<file path="config.mk">
export PLATFORM = sky130hd
export DESIGN_NAME = lsu_dmem_ctrl
export DESIGN_NICKNAME = d
export VERILOG_FILES = /design/src/rtl/lsu_dmem_ctrl_pkg.sv /design/src/rtl/lsu_lane_align.sv /design/src/rtl/lsu_dmem_ctrl.sv
export SDC_FILE = /design/constraint.sdc
export NUM_CORES = 1
export LEC_CHECK = 0
export BUFFER_PORTS_ARGS = -buffer_cell sky130_fd_sc_hd__buf_2
export CORE_MARGIN = 5
export CORE_UTILIZATION = 46
export CTS_BUF_LIST = sky130_fd_sc_hd__clkbuf_8
export DETAILED_ROUTE_END_ITERATION = 8
export GPL_ROUTABILITY_DRIVEN = 0
export PLACE_DENSITY_LB_ADDON = 0.25
export SETUP_SLACK_MARGIN = 0.5
export SKIP_LAST_GASP = 1
export SLEW_MARGIN = 15
export SYNTH_ARGS = -nofsm -noshare
export SYNTH_HDL_FRONTEND = slang
export SYNTH_SLANG_ARGS = --single-unit
</file>
<file path="constraint.sdc">
create_clock -name clk -period 2 [get_ports clk]
set_input_delay 0.2 -clock clk [delete_from_list [all_inputs] [get_ports clk]]
set_output_delay 0.2 -clock clk [all_outputs]
set_load 0.02 [all_outputs]
</file>
<file path="src/rtl/lsu_dmem_ctrl_pkg.sv">
// Shared constants for the load/store unit: funct3 codes, FSM encoding, idle address.
// Also holds the request legality check used at accept time.
package lsu_dmem_ctrl_pkg;

  localparam logic [2:0] F3_B  = 3'b000;
  localparam logic [2:0] F3_H  = 3'b001;
  localparam logic [2:0] F3_W  = 3'b010;
  localparam logic [2:0] F3_BU = 3'b100;
  localparam logic [2:0] F3_HU = 3'b101;

  localparam logic [31:0] IDLE_ADDR_DEF = 32'h0000_0000;

  typedef enum logic [1:0] {
    ST_IDLE,
    ST_RD_WAIT,
    ST_WR,
    ST_RESP
  } state_t;

  // Misaligned halfword/word, unknown funct3, or unsigned-width store.
  function automatic logic req_illegal(input logic we, input logic [2:0] f3,
                                       input logic [1:0] lo);
    logic bad;
    bad = 1'b0;
    case (f3)
      F3_B:    bad = 1'b0;
      F3_H:    bad = lo[0];
      F3_W:    bad = (lo != 2'b00);
      F3_BU:   bad = we;
      F3_HU:   bad = we | lo[0];
      default: bad = 1'b1;
    endcase
    return bad;
  endfunction

endpackage

</file>
<file path="src/rtl/lsu_lane_align.sv">
// Byte-lane steering: load extract with sign/zero extension, and store merge into a read word.
// Purely combinational; no state, no handshake.
module lsu_lane_align
  import lsu_dmem_ctrl_pkg::*;
(
  input  logic [2:0]  funct3,
  input  logic [1:0]  addr_lo,
  input  logic [31:0] rword,
  input  logic [31:0] sdata,
  output logic [31:0] load_data,
  output logic [31:0] store_word
);

  logic [7:0]  byte_sel;
  logic [15:0] half_sel;

  always_comb begin
    byte_sel = rword[7:0];
    case (addr_lo)
      2'd0:    byte_sel = rword[7:0];
      2'd1:    byte_sel = rword[15:8];
      2'd2:    byte_sel = rword[23:16];
      default: byte_sel = rword[31:24];
    endcase
    half_sel = addr_lo[1] ? rword[31:16] : rword[15:0];

    load_data = rword;
    case (funct3)
      F3_B:    load_data = {{24{byte_sel[7]}}, byte_sel};
      F3_H:    load_data = {{16{half_sel[15]}}, half_sel};
      F3_BU:   load_data = {24'h0, byte_sel};
      F3_HU:   load_data = {16'h0, half_sel};
      default: load_data = rword;
    endcase

    // Only the addressed lane is replaced; the rest comes from memory.
    store_word = rword;
    case (funct3)
      F3_B: begin
        case (addr_lo)
          2'd0:    store_word[7:0]   = sdata[7:0];
          2'd1:    store_word[15:8]  = sdata[7:0];
          2'd2:    store_word[23:16] = sdata[7:0];
          default: store_word[31:24] = sdata[7:0];
        endcase
      end
      F3_H: begin
        if (addr_lo[1]) store_word[31:16] = sdata[15:0];
        else            store_word[15:0]  = sdata[15:0];
      end
      default: store_word = sdata;
    endcase
  end

endmodule

</file>
<file path="src/rtl/lsu_dmem_ctrl.sv">
// RV32I load/store unit driving a word-wide data memory; sub-word stores use read-modify-write.
// One request in flight; loads respond after 1+MEM_RD_LAT cycles, SW after 2, SB/SH after 2+MEM_RD_LAT.
module lsu_dmem_ctrl
  import lsu_dmem_ctrl_pkg::*;
#(
  parameter int          MEM_RD_LAT = 1,   // legal 1..4
  parameter logic [31:0] IDLE_ADDR  = IDLE_ADDR_DEF
) (
  input  logic        clk,
  input  logic        rst_n,
  input  logic        req_valid,
  output logic        req_ready,
  input  logic        req_we,
  input  logic [2:0]  req_funct3,
  input  logic [31:0] req_addr,
  input  logic [31:0] req_wdata,
  output logic        resp_valid,
  output logic [31:0] resp_rdata,
  output logic        resp_err,
  output logic        mem_wen_D,
  output logic [31:0] mem_addr_D,
  output logic [31:0] mem_wdata_D,
  input  logic [31:0] mem_rdata_D
);

  localparam logic [2:0] LAT_LAST = 3'(MEM_RD_LAT - 1);

  state_t      state_q, state_d;
  logic [2:0]  cnt_q;
  logic        we_q;
  logic [2:0]  f3_q;
  logic [31:0] addr_q;
  logic [31:0] wdata_q;
  logic [31:0] resp_rdata_q;
  logic        resp_err_q;

  logic        accept;
  logic        illegal;
  logic        rd_last;
  logic [31:0] word_addr;
  logic [31:0] load_data;
  logic [31:0] store_word;

  assign accept     = req_valid & req_ready;
  assign illegal    = req_illegal(req_we, req_funct3, req_addr[1:0]);
  assign rd_last    = (cnt_q == LAT_LAST);
  assign word_addr  = {addr_q[31:2], 2'b00};
  assign resp_rdata = resp_rdata_q;
  assign resp_err   = resp_err_q;

  lsu_lane_align u_align (
    .funct3     (f3_q),
    .addr_lo    (addr_q[1:0]),
    .rword      (mem_rdata_D),
    .sdata      (wdata_q),
    .load_data  (load_data),
    .store_word (store_word)
  );

  always_ff @(posedge clk) begin
    if (!rst_n) state_q <= ST_IDLE;
    else        state_q <= state_d;
  end

  always_comb begin
    state_d     = state_q;
    req_ready   = 1'b0;
    resp_valid  = 1'b0;
    mem_wen_D   = 1'b0;
    mem_addr_D  = IDLE_ADDR;
    mem_wdata_D = 32'h0;
    case (state_q)
      ST_IDLE: begin
        req_ready = rst_n;
        if (req_valid) begin
          if (illegal)                           state_d = ST_RESP;
          else if (req_we && req_funct3 == F3_W) state_d = ST_WR;
          else                                   state_d = ST_RD_WAIT;
        end
      end
      ST_RD_WAIT: begin
        mem_addr_D = word_addr;
        if (rd_last) state_d = we_q ? ST_WR : ST_RESP;
      end
      ST_WR: begin
        mem_wen_D   = rst_n;
        mem_addr_D  = word_addr;
        mem_wdata_D = wdata_q;
        state_d     = ST_RESP;
      end
      ST_RESP: begin
        resp_valid = rst_n;
        state_d    = ST_IDLE;
      end
      default: state_d = ST_IDLE;
    endcase
    // Reset is synchronous, so the memory pins are forced quiet for the whole reset cycle.
    if (!rst_n) begin
      mem_addr_D  = IDLE_ADDR;
      mem_wdata_D = 32'h0;
    end
  end

  always_ff @(posedge clk) begin
    if (!rst_n) begin
      cnt_q        <= 3'd0;
      we_q         <= 1'b0;
      f3_q         <= 3'd0;
      addr_q       <= 32'h0;
      wdata_q      <= 32'h0;
      resp_rdata_q <= 32'h0;
      resp_err_q   <= 1'b0;
    end else begin
      if (accept) begin
        we_q    <= req_we;
        f3_q    <= req_funct3;
        addr_q  <= req_addr;
        wdata_q <= req_wdata;
        cnt_q   <= 3'd0;
        if (illegal) begin
          resp_rdata_q <= 32'h0;
          resp_err_q   <= 1'b1;
        end
      end
      if (state_q == ST_RD_WAIT) begin
        if (!rd_last) begin
          cnt_q <= cnt_q + 3'd1;
        end else if (we_q) begin
          wdata_q <= store_word;
        end else begin
          resp_rdata_q <= load_data;
          resp_err_q   <= 1'b0;
        end
      end
      if (state_q == ST_WR) begin
        resp_rdata_q <= 32'h0;
        resp_err_q   <= 1'b0;
      end
    end
  end

endmodule
</file>
==> impl_summary.log <==
INFO  metric root_buffer = clkbuf_8
INFO  metric yosys_register_bits = 106
INFO  metric power.density_cell_area = 1088 nW/um^2
INFO  metric setup_tns = 0 ns
INFO  metric grt_pass1_vias = between 6000 and 7000
INFO  metric worst-slew-pin-transition = 0.5330 ns
INFO  metric initial_core_util = 47.29%
INFO  metric cpLargestDelayFamily = buffers and inverters
INFO  metric post_route_cells_drive_above_1_share = around 46%
INFO  metric timing.critical_path.to_type = output port
INFO  metric maxSlewHeadroom = between 60% and 70%
INFO  metric slowest_delay = 0.38 ns
INFO  metric globalRoute.totalOverflow = 0
INFO  metric outcome = finished, final reports clean
INFO  metric avg_inst_size_synth = around 8 um^2
INFO  metric htreeDepth = 3
INFO  metric floorplan.io_pins = 203
INFO  metric r2r_end = wdata_q[28]
INFO  metric leakage = approximately 4.2 nW
INFO  metric route.antenna.remaining_nets = 0
INFO  metric pre_cts_ws = 0.2170 ns
INFO  metric required = 1.80 ns
INFO  metric sequential_cell_area = roughly 2100 um^2
INFO  metric fp.coreArea = 12060 um^2
INFO  metric timing.critical_path.fanout_max = 15
INFO  metric vias_per_cell = 6.380
INFO  metric crit_chain = clkinvlp_4, ha_4, clkbuf_16, and3_1, buf_4
INFO  metric die-area = 14730 um^2
INFO  metric placement_rows = 40
INFO  metric setup_ws = between 0.02 and 0.03 ns
INFO  metric maxSlewViolCount = 0
INFO  metric worst_hold_startpoint = req_addr[21]
INFO  metric routed_wl = 25990 um
INFO  metric post-route-period-util = 98.63%
INFO  metric synthCells = approximately 700
INFO  metric hold_path_class = in2reg
INFO  metric arrival_time_of_data_at_the_critical_path_endpoint = 1.77 ns
INFO  metric maximum_number_of_pins_on_one_net_before_global_route_repair = 75
INFO  metric mostFrequentLayoutCell = buf_2
INFO  metric most-common-layout-cells = buf_2, nand2_1, dfxtp_1
INFO  metric syn-cell-area = 5704 um^2
INFO  metric cts_sinks = 106
INFO  metric synth-edff-count = 0
INFO  metric vdd.ir_drop.worst = 0.5800 mV
INFO  metric die_height = between 100 and 150 um
INFO  metric rr_startpoint = state_q[0]
INFO  metric detailroute.via_count = 7248
INFO  metric drt-initial-drc-count = about 1000
INFO  metric yosys.cell_types.count = 54
INFO  metric postLayoutCellArea = 9294 um^2
INFO  metric timing_hold_violations_final = 0
INFO  metric detailedRoute.firstPassIterationCount = 9
INFO  metric slowest_stage = dfxtp_4
INFO  metric synth-async-reset-ratio = 0%
INFO  metric area.growth.synth_to_final = 62.93%
INFO  metric startpoint_type = flip-flop
INFO  metric critical_path_buf_inv_count = 3
INFO  metric drcViolationCount = 0
INFO  metric r2r_setup_slack = 0.05 ns
INFO  metric final_period_minus_worst_setup_slack = roughly 2.0 ns
INFO  metric numPlacedInstances = 1045
INFO  metric rsz0062_at_grt = true
INFO  metric maxCapViolCount = 0
INFO  metric filler_cell_count = 733
INFO  metric cts-root-to-sink-buffers = 2
INFO  metric max_freq = 507.0 MHz
INFO  metric hold_path_cell_cnt = 3
INFO  metric worstSkewPairLatency = 0.39 ns
INFO  metric antenna_found_initial = 1
INFO  metric cts_buffers = 9
INFO  metric design.final.nets = roughly 1100
INFO  metric grt_use_total = 29.60%
INFO  metric non_filler_instance_count_after_layout = 1136
INFO  metric holdPathEnd = addr_q[21]
INFO  metric grt_pass1_wl = between 30000 and 40000 um
INFO  metric synth-seq-area-share = 37.20%
INFO  metric place_area = about 7000 um^2
INFO  metric multi_input_area = ~4100 um^2
INFO  metric tritoncts = built
INFO  metric avgRoutedWirePerCell = 22.88 um
INFO  metric ys_warn_count = 0
INFO  metric final.setup_skew = 0.01507 ns
INFO  metric dp.final_hpwl = 14650 um
INFO  metric clk_pin_slew = 0.11 ns
INFO  metric synth-main-ff-cell = dfxtp_1
INFO  metric setup_viol = 0
INFO  metric setup.worst_path.class = reg2out
INFO  metric chipWidth = between 100 and 150 um
INFO  metric reg2reg_depth = 7
INFO  metric io_buffer_count = 200
## cell usage after synthesis (all sizes together), types with 9 or more instances
cell type / count / area share [%]
a221oi: 10 / 1.5
nand3: 73 / 6.5
nor2: 31 / 2.0
and3: 84 / 9.2
o221ai: 23 / 3.5
o22ai: 14 / 1.5
mux2: 9 / 1.8
nand2: 112 / 7.4
inv: 17 / 1.1
buf: 27 / 2.9
dfxtp: 106 / 37
a211oi: 11 / 1.4
a31oi: 23 / 2.5
mux2i: 9 / 1.6
clkbuf: 43 / 2.9
a21oi: 32 / 2.8
nand2b: 14 / 1.5
## worst max path at each step
stage,from,end,slack (ns),depth (start not counted)
detailed placement,cnt_q[1],resp_rdata[14],0.22,7
finish,state_q[0],mem_addr_D[3],0.03,5
floorplan,state_q[1],wdata_q[23],0.31,8
global route,state_q[0],mem_addr_D[3],-0.02,5
global placement,addr_q[0],wdata_q[23],0.30,5
CTS,state_q[0],mem_addr_D[31],0.11,5
## area by class of cell
type / instances / share of cell area, %
Multi-Input combinational cell: 532 / 44.31
Timing Repair Buffer: 296 / 27.65
Sequential cell: 106 / 22.97
Tap cell: 168 / 2.262
Clock buffer: 10 / 1.481
Inverter: 17 / 0.7808
Clock inverter: 6 / 0.5250
Antenna cell: 1 / 0.02693
## kinds of logic (layout without fill, tap and decap cells)
kind of cell	after synthesis	in the layout	synth area share, %
AOI/OAI and AO/OA	164	166	20.84
adders and majority gates	7	7	1.535
buffers and inverters	87	329	6.909
DFF	106	106	37.20
muxes	18	19	3.356
other	1	3	0.06574
and+or+nand+nor	338	338	30.09
## power breakdown
part / total, mW / switching [mW] / leakage [nW] / internal [mW]
Clock: 1.33 / 0.829 / 0.0908 / 0.501
Sequential: 3.10 / 0.469 / 0.869 / 2.63
Combinational: 5.68 / 3.09 / 3.21 / 2.58
## metrics by stage
| step | hold slack [ns] | utilization (%) | total power [mW] |
|---|---|---|---|
| final | 0.02683 | 77.05 | 10.11 |
| after CTS | 0.004374 | 68.48 | 8.902 |
| after detailed placement | 0.3878 | 56.94 | 6.419 |
| after global routing | 0.04507 | 77.05 | 10.45 |
| after global placement | 0.3823 | 56.94 | 6.305 |
| after floorplan | 0.2990 | - | 5.398 |
## metal layers
metal / share of wire, % / vias up / GRT usage, %
li1: - / 3107 / -
met1: 35 / 3392 / 36.10
met2: 47 / 582 / 49.26
met3: 11 / 167 / 6.340
met4: 6.3 / 0 / 14.50
met5: 0 / - / 0
## worst register-to-register path: cells and delay by family (launching register included)
| kind | cells | cell delay [ns] |
|---|---|---|
| AO/OA/AOI/OAI | 1 | 0.20 |
| adder cells (fa/ha/maj) | 1 | 0.22 |
| buffers and inverters | 2 | 0.22 |
| flip-flops | 1 | 0.38 |
| multiplexers | 1 | 0.40 |
| AND/OR/NAND/NOR | 2 | 0.42 |
## registers in the layout (all words and copies together) (netlist names)
| register | cells |
|---|---|
| state_q | 2 |
| f3_q | 3 |
| cnt_q | 3 |
| wdata_q | 32 |
| resp_rdata | 32 |
| we_q | 1 |
| resp_err | 1 |
| addr_q | 32 |
## timing repair
item,4_1_cts,5_1_grt
buffers inserted,19,12
gates resized for setup,136,175
pin swaps,35,17
endpoints found under the setup margin,156,133
gates cloned,10,5
hold buffers,28,0
endpoints found under the hold margin,28,0
(Power assumes the default switching activity.)
